===== src/rtl/dec_accum_if.sv =====
// Sample-stream bus between the producer and dec_accum, plus the averaged
// output that feeds the downstream register's data / write-enable pins.
// Phase_DO is kept 1 bit wide (tied to 0) when DEC_LOG2 = 0 so the bus
// never has a zero-width field.
interface dec_accum_if #(
  parameter int DATA_WIDTH = 10,
  parameter int DEC_LOG2   = 2
);
  localparam int PH_W = (DEC_LOG2 > 0) ? DEC_LOG2 : 1;

  logic                          Clear_SI;
  logic                          Valid_SI;
  logic signed [DATA_WIDTH-1:0]  D_DI;
  logic signed [DATA_WIDTH-1:0]  D_DO;
  logic                          WrEn_SO;
  logic        [PH_W-1:0]        Phase_DO;

  // producer side: drives samples, observes the averaged result
  modport master (
    output Clear_SI, Valid_SI, D_DI,
    input  D_DO, WrEn_SO, Phase_DO
  );

  // dec_accum side
  modport slave (
    input  Clear_SI, Valid_SI, D_DI,
    output D_DO, WrEn_SO, Phase_DO
  );
endinterface


===== src/rtl/dec_accum.sv =====
// Decimating accumulate-and-average stage. Sums N = 2^DEC_LOG2 valid signed
// samples, divides by N with an arithmetic shift and presents the result
// with a one-cycle write-enable strobe, one cycle after the Nth sample.
// Optional build macro: DEC_ACCUM_ROUND_EN -- round half up instead of floor.
module dec_accum #(
  parameter int DATA_WIDTH = 10,
  parameter int DEC_LOG2   = 2
) (
  input  logic         Clk_CI,
  input  logic         Rst_RBI,
  dec_accum_if.slave   bus
);
  localparam int ACC_WIDTH = DATA_WIDTH + DEC_LOG2;
  localparam int N         = 1 << DEC_LOG2;
  localparam int CW        = (DEC_LOG2 > 0) ? DEC_LOG2 : 1;
`ifdef DEC_ACCUM_ROUND_EN
  localparam int RND_INC   = (DEC_LOG2 > 0) ? (1 << (DEC_LOG2 - 1)) : 0;
`else
  localparam int RND_INC   = 0;
`endif

  logic        [CW-1:0]         cnt_q, cnt_d;
  logic signed [ACC_WIDTH-1:0]  acc_q, acc_d;
  logic signed [DATA_WIDTH-1:0] dout_q, dout_d;
  logic                         wren_q, wren_d;

  logic signed [ACC_WIDTH-1:0]  sample_ext;
  logic signed [ACC_WIDTH-1:0]  base;
  logic signed [ACC_WIDTH-1:0]  sum;
  logic signed [ACC_WIDTH-1:0]  sum_r;
  logic                         last;
  logic                         unused_sum;

  // Width of ACC_WIDTH guarantees N full-scale samples (plus the rounding
  // increment) never overflow, so no saturation logic is needed.
  assign sample_ext = ACC_WIDTH'(bus.D_DI);
  assign last       = (cnt_q == CW'(N - 1));
  assign base       = (cnt_q == '0) ? '0 : acc_q;
  assign sum        = base + sample_ext;
  assign sum_r      = sum + ACC_WIDTH'(RND_INC);
  // only the upper DATA_WIDTH bits of the rounded sum reach the output
  assign unused_sum = ^sum_r;

  // next-state: clear beats valid; completing sample loads output and strobes
  always_comb begin
    cnt_d  = cnt_q;
    acc_d  = acc_q;
    dout_d = dout_q;
    wren_d = 1'b0;
    if (bus.Clear_SI) begin
      cnt_d = '0;
      acc_d = '0;
    end else if (bus.Valid_SI) begin
      acc_d = sum;
      if (last) begin
        cnt_d  = '0;
        dout_d = sum_r[DEC_LOG2 +: DATA_WIDTH];
        wren_d = 1'b1;
      end else begin
        cnt_d = cnt_q + CW'(1);
      end
    end
  end

  // state registers with synchronous active-low reset
  always_ff @(posedge Clk_CI) begin
    if (!Rst_RBI) begin
      cnt_q  <= '0;
      acc_q  <= '0;
      dout_q <= '0;
      wren_q <= 1'b0;
    end else begin
      cnt_q  <= cnt_d;
      acc_q  <= acc_d;
      dout_q <= dout_d;
      wren_q <= wren_d;
    end
  end

  assign bus.D_DO     = dout_q;
  assign bus.WrEn_SO  = wren_q;
  assign bus.Phase_DO = cnt_q;
endmodule


===== src/flat_wrapper.sv =====
// flat-port wrapper written by rule: the top's interface ports become plain ports
module dec_accum_flat 
#(
  parameter int DATA_WIDTH = 10,
  parameter int DEC_LOG2   = 2
)
  (Clk_CI, Rst_RBI, bus_Clear_SI, bus_Valid_SI, bus_D_DI, bus_D_DO, bus_WrEn_SO, bus_Phase_DO);
  dec_accum_if #(.DATA_WIDTH(DATA_WIDTH), .DEC_LOG2(DEC_LOG2)) bus_i ();
  input  logic Clk_CI;
  input  logic Rst_RBI;
  input wire logic [$bits(bus_i.Clear_SI)-1:0] bus_Clear_SI;
  input wire logic [$bits(bus_i.Valid_SI)-1:0] bus_Valid_SI;
  input wire logic [$bits(bus_i.D_DI)-1:0] bus_D_DI;
  output wire logic [$bits(bus_i.D_DO)-1:0] bus_D_DO;
  output wire logic [$bits(bus_i.WrEn_SO)-1:0] bus_WrEn_SO;
  output wire logic [$bits(bus_i.Phase_DO)-1:0] bus_Phase_DO;
  assign bus_i.Clear_SI = bus_Clear_SI;
  assign bus_i.Valid_SI = bus_Valid_SI;
  assign bus_i.D_DI = bus_D_DI;
  assign bus_D_DO = bus_i.D_DO;
  assign bus_WrEn_SO = bus_i.WrEn_SO;
  assign bus_Phase_DO = bus_i.Phase_DO;
  dec_accum #(.DATA_WIDTH(DATA_WIDTH), .DEC_LOG2(DEC_LOG2)) u_core (.Clk_CI(Clk_CI), .Rst_RBI(Rst_RBI), .bus(bus_i));
endmodule

===== config.mk =====
export PLATFORM = sky130hd
export DESIGN_NAME = dec_accum_flat
export DESIGN_NICKNAME = d
export VERILOG_FILES = /design/src/rtl/dec_accum_if.sv /design/src/rtl/dec_accum.sv /design/src/flat_wrapper.sv
export SDC_FILE = /design/constraint.sdc
export NUM_CORES = 1
export LEC_CHECK = 0
export ABC_CLOCK_PERIOD_IN_PS = 2400
export CAP_MARGIN = 20
export CORE_MARGIN = 4
export CORE_UTILIZATION = 30
export CTS_BUF_LIST = sky130_fd_sc_hd__clkbuf_4 sky130_fd_sc_hd__clkbuf_8
export CTS_CLUSTER_SIZE = 28
export DETAILED_ROUTE_END_ITERATION = 6
export GPL_ROUTABILITY_DRIVEN = 0
export SETUP_SLACK_MARGIN = 0.2
export SYNTH_ARGS = -nofsm -noshare
export SYNTH_HDL_FRONTEND = slang
export SYNTH_SLANG_ARGS = --single-unit

===== constraint.sdc =====
create_clock -name Clk_CI -period 2.4 [get_ports Clk_CI]
set_clock_uncertainty 0.05 [all_clocks]
set_input_delay 0.24 -clock Clk_CI [delete_from_list [all_inputs] [get_ports Clk_CI]]
set_output_delay 0.24 -clock Clk_CI [all_outputs]
set_load 0.01 [all_outputs]

==> results.ini <==
[floorplan]
core_area_um2 = 5240
fp-row-count = 26
fp.dieH_um = 82.4
die_w_um = 82.4
io_pins = 27
initial_utilization_pct = 31.7
die-area_um2 = 6780

[routing]
finalWirelength_mm = 4.34
ant_nets = 0
detail_route.vias_per_cell = 5.08
wl_per_cell_um = 13.7
remaining_drc_errors = 0
drt_pass1_iterations = 4
via_count = 1611
drt_iter0_drc = 107

[power_and_ir_drop]
peakVddDrop_mv = 0.317
sw_frac_of_total_pct = 27.3
p_leak_nw = 0.951
clkPwrFrac_pct = 31.2
p_comb_share_pct = 19.7
p_int_uw = 631
sequentialPowerShare_pct = 49.1
p_sw_uw = 237
power.density_nw_per_um2 = 368

[worst_setup_path]
r2r_slack_ps = 140
crit_slowest_cell = dfxtp_4
cpPeakStageDelay_ps = 360
path_delay_family = compound AO/OA/AOI/OAI gates
path_cells = inv_2, ha_4, nor2b_2, ha_2, fa_2, a21o_1, a31o_4, a21oi_4, mux2i_1, a31o_2
critical_path_class = register to register
crit_buf_inv = 1
crit_path_max_fanout = 7
critPathLaunchType = register
crit_required_ps = 2530
end_kind = register
worst_ep_arrival_time_ps = 2390

[cells_and_area]
drive_above_1_share_pct = 27.1
fin_nets = 276
areaGrowthSynthToFinish_pct = 42.2
nFillCells = 540
n_antenna_cell = 0
fin_cells = 317

[sta]
clock.fmax_mhz = 442
worstMarginPinSlew_ps = 321
grt_setup_unrepaired = true
finalSetupViolCount = 0
fin_crit_sh_pct = 94.2
fin_hold_ws_ps = 410
finalSetupTns_ps = 0
slew_violations = 0
period_minus_slack_ps = 2260
slew_headroom_pct = 78.6
hold_viol = 0

[yosys]
yosysUniqueCellTypes = 44
synthArstFlopShare_pct = 0
seq_area_frac_synth_pct = 30.2
synth_area_um2 = 1660
avgSynthCellArea_um2 = 8.21
synth_seq_cells = 25
ys_warn_count = 0
ys.flop_type = dfxtp_1
syn_nets = 230
synth-edff-count = 0
syn_inst = 202

[clock_tree]
cts_hold_buf = 0
cts_tree = done
htree_num_levels = 1
clk_pin_slew_worst_paths_ps = 100
root_buffer = clkbuf_8
clk_path_buf_depth = 2
clock_sinks = 25
clk_latency_ps = 280
numCtsBuffers = 3

[placement]
portBuffers = 26
hpwl_mm = 3.13
dpl.cell_count = 297

[global_routing]
globalRouteOverflowTotal = 0
grt_pass1_wl_mm = 7.28
grt_max_degree = 17
grt_pass1_vias = 1570
grt.total_usage_pct = 13.9
antenna_found_initial = 0

[run]
drv_cap = 0

[hold_path]
hp-class = register to register

[run_status]
status = finished, final reports clean

[stage by stage]
step | setup WS (ps) | util [%] | area [um^2] | power (mW)
global placement | 52.7 | 39.3 | 2060 | 0.575
CTS | 143 | 43.3 | 2270 | 0.880
finish | 140 | 45.1 | 2360 | 0.868
detailed placement | 14.8 | 39.3 | 2060 | 0.576
floorplan | 98.0 | - | 1690 | 0.520
global route | 50.9 | 45.1 | 2360 | 0.918
[power by group through the flow]
| stage | clock (mW) | sequential (mW) | combinational [mW] |
|---|---|---|---|
| 2_1_floorplan | 0 | 0.436 | 0.0844 |
| 3_3_place_gp | 0 | 0.436 | 0.139 |
| 3_5_place_dp | 0 | 0.436 | 0.139 |
| 4_1_cts | 0.294 | 0.426 | 0.160 |
| 5_1_grt | 0.304 | 0.427 | 0.187 |
| 6_report | 0.271 | 0.426 | 0.171 |
[routing by layer]
metal  track usage [%]  wire, um  vias up
met4              4.49        58        0
met1              17.0      2000      761
met3              2.71       170        6
li1                  -         -      816
met5                 0         0        -
met2              24.1      2110       28
[worst paths after layout]
check	from	cells after the start	to
setup / recovery	u_core.bus.Phase_DO[0]	10	u_core.acc_q[6]
hold / removal	u_core.bus.D_DO[6]	2	u_core.bus.D_DO[6]
setup reg to reg	u_core.bus.Phase_DO[0]	10	u_core.acc_q[6]
hold reg to reg	u_core.bus.D_DO[6]	2	u_core.bus.D_DO[6]
[area by class of cell]
cell class | count | area, um^2 | area share, %
clock buffers | 3 | 41.3 | 1.75
inverters | 8 | 30.0 | 1.27
flip-flops and latches | 25 | 505 | 21.4
well taps | 70 | 87.6 | 3.71
repair buffers | 55 | 482 | 20.4
clock inverters | 1 | 8.76 | 0.371
multi-input cells | 155 | 1200 | 51.1
[registers in the layout, summed over array words and instances, names as in the netlist]
register / cells
u_core.acc_q: 12
u_core.bus.D_DO: 10
u_core.bus.Phase_DO: 2
u_core.bus.WrEn_SO: 1
[cells in the mapped netlist, drive strengths merged (2+ instances only)]
master / number / area [um^2]
and4: 2 / 17.5
o21a: 2 / 15.0
or3: 5 / 31.3
clkbuf: 8 / 31.3
inv: 8 / 30.0
buf: 6 / 35.0
nor3: 2 / 10.0
nand3: 24 / 120
nand2b: 2 / 12.5
ha: 13 / 163
a21o: 4 / 30.0
a31o: 2 / 17.5
dfxtp: 25 / 500
a21oi: 13 / 83.8
nor2b: 12 / 75.1
o2111ai: 4 / 35.0
a21boi: 3 / 22.5
a211oi: 2 / 15.0
xnor2: 4 / 35.0
and2: 2 / 12.5
nand4: 3 / 18.8
o21ai: 8 / 40.0
nand2: 16 / 60.1
mux2i: 7 / 70.1
nor2: 10 / 37.5
o211ai: 3 / 22.5
[tightest hold or removal path: cells and delay by family (launching register included)]
| kind | cells | cell delay, ps |
|---|---|---|
| AOI/OAI and AO/OA | 1 | 50 |
| and+or+nand+nor | 1 | 60 |
| DFF | 1 | 320 |
[repair_timing]
| item | 4_1_cts | 5_1_grt |
|---|---|---|
| setup buffers | 12 | 4 |
| gates resized for setup | 16 | 15 |
| endpoints found under the setup margin | 14 | 17 |
| pin swaps | 14 | 7 |
[kinds of logic (layout without fill, tap and decap cells)]
family	count (synthesis)	in the layout	share of synthesized area, %
xor gates and xnor gates	5	5	2.64
buffers and inverters	22	67	5.81
and+or+nand+nor	81	81	25.1
muxes	7	7	4.22
AOI/OAI and AO/OA	48	48	21.0
DFF	25	25	30.2
adders and majority gates	14	14	11.0
[cells in the final DEF (no fill, tap or decap), types with 5 or more instances in the layout]
cell type,instances
mux2i_1,6
nand2_1,16
buf_4,28
nand3_1,24
ha_1,8
or3_1,5
a21oi_1,7
nor2b_1,8
dfxtp_1,23
clkdlybuf4s50_1,26
inv_1,6
nor2_1,10
Note: power is estimated with default switching activity, not from simulation.
